==> config.mk <==
export PLATFORM = sky130hd
export DESIGN_NAME = key_gesture_decoder
export DESIGN_NICKNAME = d
export VERILOG_FILES = /design/src/rtl/key_pkg.sv /design/src/rtl/key_cycle_timer.sv /design/src/rtl/key_gesture_decoder.sv
export SDC_FILE = /design/constraint.sdc
export NUM_CORES = 1
export LEC_CHECK = 0
export BUFFER_PORTS_ARGS = -buffer_cell sky130_fd_sc_hd__buf_2
export CORE_AREA = 2 2 77 93
export CTS_CLUSTER_SIZE = 10
export DETAILED_ROUTE_END_ITERATION = 8
export DIE_AREA = 0 0 79 95
export GPL_TIMING_DRIVEN = 0
export HOLD_SLACK_MARGIN = 0.15
export PLACE_DENSITY = 0.46
export SETUP_SLACK_MARGIN = 0.1
export SYNTH_ARGS = -nofsm -noshare
export SYNTH_HDL_FRONTEND = slang
export SYNTH_SLANG_ARGS = --single-unit
==> constraint.sdc <==
create_clock -name clk -period 3.05 [get_ports clk]
set_input_delay 0.61 -clock clk [delete_from_list [all_inputs] [get_ports clk]]
set_output_delay 0.61 -clock clk [all_outputs]
set_load 0.02 [all_outputs]
==> src/rtl/key_pkg.sv <==
// Shared key timing constants and gesture FSM state encoding.
// All key-related cycle counts for the 50 MHz board live here.
package key_pkg;

    typedef enum logic [2:0] {
        ST_IDLE     = 3'd0,
        ST_PRESS1   = 3'd1,
        ST_RELEASE1 = 3'd2,
        ST_PRESS2   = 3'd3,
        ST_LONG     = 3'd4
    } key_state_e;

    localparam int KEY_CNT_W        = 26;
    localparam int KEY_LONG_CYC     = 50_000_000;  // 1 s hold
    localparam int KEY_DBL_CYC      = 15_000_000;  // 300 ms release gap
    localparam int KEY_REPEAT_CYC   = 10_000_000;  // 200 ms repeat period
    localparam int KEY_DEBOUNCE_CYC = 100_000;     // 2 ms debouncer settle

endpackage

==> src/rtl/key_cycle_timer.sv <==
// Free-running cycle counter with synchronous clear; done flags the last
// cycle of a limit-cycle interval.
module key_cycle_timer #(
    parameter int CNT_W = 26
) (
    input  logic             clk,
    input  logic             rst_n,
    input  logic             clr,
    input  logic [CNT_W-1:0] limit,
    output logic             done
);

    localparam logic [CNT_W-1:0] CNT_ONE = {{(CNT_W-1){1'b0}}, 1'b1};

    logic [CNT_W-1:0] cnt_r;

    // Counter: cleared on request, otherwise counts up by one.
    always_ff @(posedge clk or negedge rst_n) begin
        if (!rst_n) begin
            cnt_r <= {CNT_W{1'b0}};
        end else if (clr) begin
            cnt_r <= {CNT_W{1'b0}};
        end else begin
            cnt_r <= cnt_r + CNT_ONE;
        end
    end

    // A limit of 2^CNT_W truncates to zero, and zero minus one wraps to the max count.
    assign done = (cnt_r == (limit - CNT_ONE));

endmodule

==> src/rtl/key_gesture_decoder.sv <==
// Classifies debounced press/release pulses into click, double click,
// long press and auto-repeat gestures; all outputs are registered.
module key_gesture_decoder
    import key_pkg::*;
#(
    parameter int LONG_CYC   = KEY_LONG_CYC,
    parameter int DBL_CYC    = KEY_DBL_CYC,
    parameter int REPEAT_CYC = KEY_REPEAT_CYC,
    parameter int CNT_W      = KEY_CNT_W
) (
    input  logic clk,
    input  logic rst_n,
    input  logic press_down,
    input  logic press_up,
    output logic click,
    output logic double_click,
    output logic long_press,
    output logic repeat_tick,
    output logic held
);

    localparam logic [CNT_W-1:0] LONG_LIM = LONG_CYC[CNT_W-1:0];
    localparam logic [CNT_W-1:0] DBL_LIM  = DBL_CYC[CNT_W-1:0];
    localparam logic [CNT_W-1:0] REP_LIM  = REPEAT_CYC[CNT_W-1:0];

    key_state_e       state_r;
    logic             click_r;
    logic             double_click_r;
    logic             long_press_r;
    logic             repeat_tick_r;
    logic             held_r;
    logic             ev_dn_s;
    logic             ev_up_s;
    logic             done_s;
    logic             clr_s;
    logic [CNT_W-1:0] limit_s;

    // Simultaneous press and release carry no information and are dropped.
    assign ev_dn_s = press_down & ~press_up;
    assign ev_up_s = press_up & ~press_down;

    // Timeout select and counter clear: clear on any state exit or repeat restart.
    always_comb begin
        limit_s = LONG_LIM;
        clr_s   = 1'b1;
        case (state_r)
            ST_IDLE: begin
                limit_s = LONG_LIM;
                clr_s   = 1'b1;
            end
            ST_PRESS1, ST_PRESS2: begin
                limit_s = LONG_LIM;
                clr_s   = ev_up_s | done_s;
            end
            ST_RELEASE1: begin
                limit_s = DBL_LIM;
                clr_s   = ev_dn_s | done_s;
            end
            ST_LONG: begin
                limit_s = REP_LIM;
                clr_s   = ev_up_s | done_s;
            end
            default: begin
                limit_s = LONG_LIM;
                clr_s   = 1'b1;
            end
        endcase
    end

    key_cycle_timer #(
        .CNT_W(CNT_W)
    ) u_timer (
        .clk  (clk),
        .rst_n(rst_n),
        .clr  (clr_s),
        .limit(limit_s),
        .done (done_s)
    );

    // Gesture FSM with registered pulse outputs; edge events beat timeouts.
    always_ff @(posedge clk or negedge rst_n) begin
        if (!rst_n) begin
            state_r        <= ST_IDLE;
            click_r        <= 1'b0;
            double_click_r <= 1'b0;
            long_press_r   <= 1'b0;
            repeat_tick_r  <= 1'b0;
            held_r         <= 1'b0;
        end else begin
            click_r        <= 1'b0;
            double_click_r <= 1'b0;
            long_press_r   <= 1'b0;
            repeat_tick_r  <= 1'b0;
            held_r         <= (state_r == ST_PRESS1) || (state_r == ST_PRESS2) ||
                              (state_r == ST_LONG);
            case (state_r)
                ST_IDLE: begin
                    if (ev_dn_s) begin
                        state_r <= ST_PRESS1;
                    end else begin
                        state_r <= ST_IDLE;
                    end
                end
                ST_PRESS1: begin
                    if (ev_up_s) begin
                        state_r <= ST_RELEASE1;
                    end else if (done_s) begin
                        state_r      <= ST_LONG;
                        long_press_r <= 1'b1;
                    end else begin
                        state_r <= ST_PRESS1;
                    end
                end
                ST_RELEASE1: begin
                    if (ev_dn_s) begin
                        state_r <= ST_PRESS2;
                    end else if (done_s) begin
                        state_r <= ST_IDLE;
                        click_r <= 1'b1;
                    end else begin
                        state_r <= ST_RELEASE1;
                    end
                end
                ST_PRESS2: begin
                    if (ev_up_s) begin
                        state_r        <= ST_IDLE;
                        double_click_r <= 1'b1;
                    end else if (done_s) begin
                        state_r      <= ST_LONG;
                        long_press_r <= 1'b1;
                    end else begin
                        state_r <= ST_PRESS2;
                    end
                end
                ST_LONG: begin
                    if (ev_up_s) begin
                        state_r <= ST_IDLE;
                    end else if (done_s) begin
                        state_r       <= ST_LONG;
                        repeat_tick_r <= 1'b1;
                    end else begin
                        state_r <= ST_LONG;
                    end
                end
                default: begin
                    state_r <= ST_IDLE;
                end
            endcase
        end
    end

    assign click        = click_r;
    assign double_click = double_click_r;
    assign long_press   = long_press_r;
    assign repeat_tick  = repeat_tick_r;
    assign held         = held_r;

endmodule
==> impl_metrics.csv <==
group,metric,value,unit
logic_synthesis,synthDominantCellAreaShare,0.440,
cells_and_area,multi_input_comb_area,1020,um2
worst_setup_path,crit_path_max_fo,8,
logic_synthesis,synth.cell_area,1930,um2
sta,unrepaired_setup_endpoints_after_global_routing,"no",
place,buffer_ports.inserted,8,
floorplanning,num_io_pins,9,
global_routing,total_track_usage,0.127,
cells_and_area,fill_cells,715,
drt,detail_route.iter0.violations,50,
floorplanning,die_height,95,um
drt,routed_wirelength,4210,um
worst_setup_path,worstPathRequired,3230,ps
power,power.share.switching,0.277,
cts,clkLatencyLatePin,280,ps
cells_and_area,antenna_cells_inserted,0,
drt,drt_pass1_iterations,4,
sta,max_freq,462,MHz
drt,drcViolationCount,0,
cts,cts_hold_buf,0,
drt,avgRoutedWirePerCell,13.9,um
cts,clock_sinks,34,
logic_synthesis,synth-main-ff-cell,"dfrtp_1",
worst_setup_path,worst_path_largest_cell_delay,800,ps
power,p_sw,0.304,mW
worst_setup_path,startpoint_type,"register",
status,status,"finished clean",
sta,report.final.hold_viol_count,0,
floorplanning,rows,33,
power,ir_drop_worst_case_vdd,0.155,mV
drt,post_drt_via_cell_ratio,4.73,
worst_setup_path,ordered_cell_list_for_the_critical_path,"ha_1 -> nand2_1 -> nor3_1 -> nor3b_1 -> xnor2_1 -> nor2_1",
logic_synthesis,synth_cells,200,
logic_synthesis,synth_edf_count,0,
floorplanning,core-area,6690,um2
cts,cts_buffers,5,
sta,final.setup_skew,5.10,ps
cts,clock_tree.buffer_depth,2,
logic_synthesis,yosysWarningCount,0,
logic_synthesis,postSynthNetCount,205,
sta,post-route-period-util,0.710,
logic_synthesis,synth.lib_cells_used.distinct,44,
cells_and_area,fraction_of_final_layout_cells_with_drive_strength_greater_than_1,0.139,
drt,final_ant_viol_nets,0,
global_routing,wire_length_of_the_first_global_routing_pass,7200,um
power,total_leakage_power,0.934,nW
power,combinational_share_of_power,0.167,
power,p_int,0.793,mW
logic_synthesis,synthesis.area_per_instance,9.67,um2
floorplanning,die_area,7510,um2
floorplanning,start_util,0.289,
logic_synthesis,yosysMostFrequentCell,"nor2_1",
sta,max-slew-margin-rel,0.345,
cts,h-tree-depth,2,
global_routing,grt_antenna_before_repair,0,
power,pwr-share-seq,0.458,
floorplanning,floorplan.die.width,79,um
cts,root_buffer,"clkbuf_8",
logic_synthesis,ys_top_cells_by_count,"nor2_1 (36), dfrtp_1 (34), xnor2_1 (19), nand2_1 (12), nand3_1 (10)",
worst_setup_path,timing.setup.critical_path_class,"register to register",
worst_setup_path,worstSetupEndpointType,"register",
job,maxCapViolations,0,
logic_synthesis,synth-async-reset-ratio,1.00,
logic_synthesis,ys_seq_area_frac,0.440,
worst_setup_path,cp.arrival,2340,ps
place,globalplace.congestion,0.772,
cts,tritoncts,"yes",
logic_synthesis,ys_ff_latch,34,
sta,timing_max_transition_violations_final,0,
power,clock_power_share,0.374,
global_routing,overflow,0,
sta,worstMarginPinSlew,975,ps
global_routing,first_global_vias,1419,
global_routing,grt_start_max_net_pins,35,
cells_and_area,area_growth,13.3,%
cts,cts-resized-gates,0,
drt,vias,1432,
cells_and_area,finalNetCount,220,
hold_path,worstHoldPathType,"input pin to asynchronous set/reset pin",
place,detailedPlacementHpwl,3000,um
sta,final.hold.worst_slack,399,ps
sta,fin_crit,2170,ps
logic_synthesis,yosys-top-cells-area,"dfrtp_1 (44%), xnor2_1 (8.6%), nor2_1 (7.0%)",
sta,final-setup-viol-count,0,
worst_setup_path,ff2ff_path_depth,6,
power,power.density_cell_area,501,nW/um2
logic_synthesis,netlist.top_cell.by_area,"dfrtp_1",
sta,tns,0,ps
cells_and_area,area.sequential,851,um2
cts,path_clk_slew,70,ps
worst_setup_path,critical-path-slowest-cell,"nor3_1",
cts,post-cts-setup-buffer-count,0,
==> worst max-delay path: cells and delay by family, from the launching register on <==
family,cells,cell delay (ps)
fa+ha+maj,1,230
flops,1,370
xor+xnor,1,150
simple gates,4,1290
==> power groups by stage <==
stage	registers (mW)	clock network, mW	logic, mW
floorplan	0.511	0	0.129
global placement	0.512	0	0.188
detailed placement	0.512	0	0.188
CTS	0.503	0.427	0.189
global route	0.508	0.450	0.208
finish	0.503	0.411	0.184
==> path summary, 6_finish.rpt <==
kind / start / endpoint / slack (ps)
setup / recovery: u_timer.cnt_r[0]$_DFF_PN0_ / u_timer.cnt_r[24]$_DFF_PN0_ / 880
hold / removal: rst_n / u_timer.cnt_r[4]$_DFF_PN0_ / 400
setup reg to reg: u_timer.cnt_r[0]$_DFF_PN0_ / u_timer.cnt_r[24]$_DFF_PN0_ / 880
hold reg to reg: u_timer.cnt_r[0]$_DFF_PN0_ / u_timer.cnt_r[0]$_DFF_PN0_ / 450
max in group asynchronous: rst_n / state_r[0]$_DFF_PN0_ / 2160
min in group clk: u_timer.cnt_r[0]$_DFF_PN0_ / u_timer.cnt_r[0]$_DFF_PN0_ / 450
==> sequential cells by signal, summed over array words and instances, names as in the netlist <==
| register | flops |
|---|---|
| double_click | 1 |
| repeat_tick | 1 |
| long_press | 1 |
| click | 1 |
| u_timer.cnt_r | 26 |
| state_r | 3 |
| held | 1 |
==> through the flow <==
step / area, um2 / worst slack (ps) / cells / util / total power, mW
after floorplan: 1930 / 1300 / 200 / - / 0.640
after global placement: 2080 / 886 / 295 / 0.311 / 0.700
after detailed placement: 2080 / 877 / 295 / 0.311 / 0.699
after CTS: 2190 / 859 / 303 / 0.328 / 1.12
after global routing: 2190 / 634 / 303 / 0.328 / 1.17
final: 2190 / 884 / 303 / 0.328 / 1.10
==> cells in the final DEF (no fill, tap or decap), types with 3 or more instances in the layout <==
master    count
clkbuf_8      5
and3_1        8
nand2b_1      4
and2_1        4
and4_1        3
nor2_1       36
nand3_1      10
dfrtp_1      34
nand4_1       5
xnor2_1      19
nor3b_1       7
inv_1         3
nor3_1        5
nand2_1      12
nor2b_1       5
o21ai_0       5
buf_2        10
buf_6         3
xor2_1        5
==> kinds of logic (layout without fill, tap and decap cells) <==
group | count (synthesis) | count (layout) | synth area share
AOI/OAI and AO/OA | 17 | 17 | 0.0699
xor gates and xnor gates | 24 | 24 | 0.109
adders and majority gates | 1 | 1 | 0.00647
buffers and inverters | 10 | 26 | 0.0324
DFF | 34 | 34 | 0.440
muxes | 1 | 1 | 0.00518
and+or+nand+nor | 113 | 113 | 0.337
==> area by class of cell <==
type / count / area share
multi-input cells: 156 / 0.465
flip-flops and latches: 34 / 0.388
well taps: 87 / 0.0497
clock buffers: 5 / 0.0314
plain buffers: 7 / 0.0234
clock inverters: 3 / 0.0183
repair buffers: 8 / 0.0183
inverters: 3 / 0.00514
==> per-layer routing <==
layer	global-route usage	wire, um	vias up
li1	-	-	727
met1	0.162	1980	682
met2	0.208	2030	17
met3	0.0258	117	6
met4	0.0517	80	0
met5	0	0	-
Note: power is estimated with default switching activity, not from simulation.
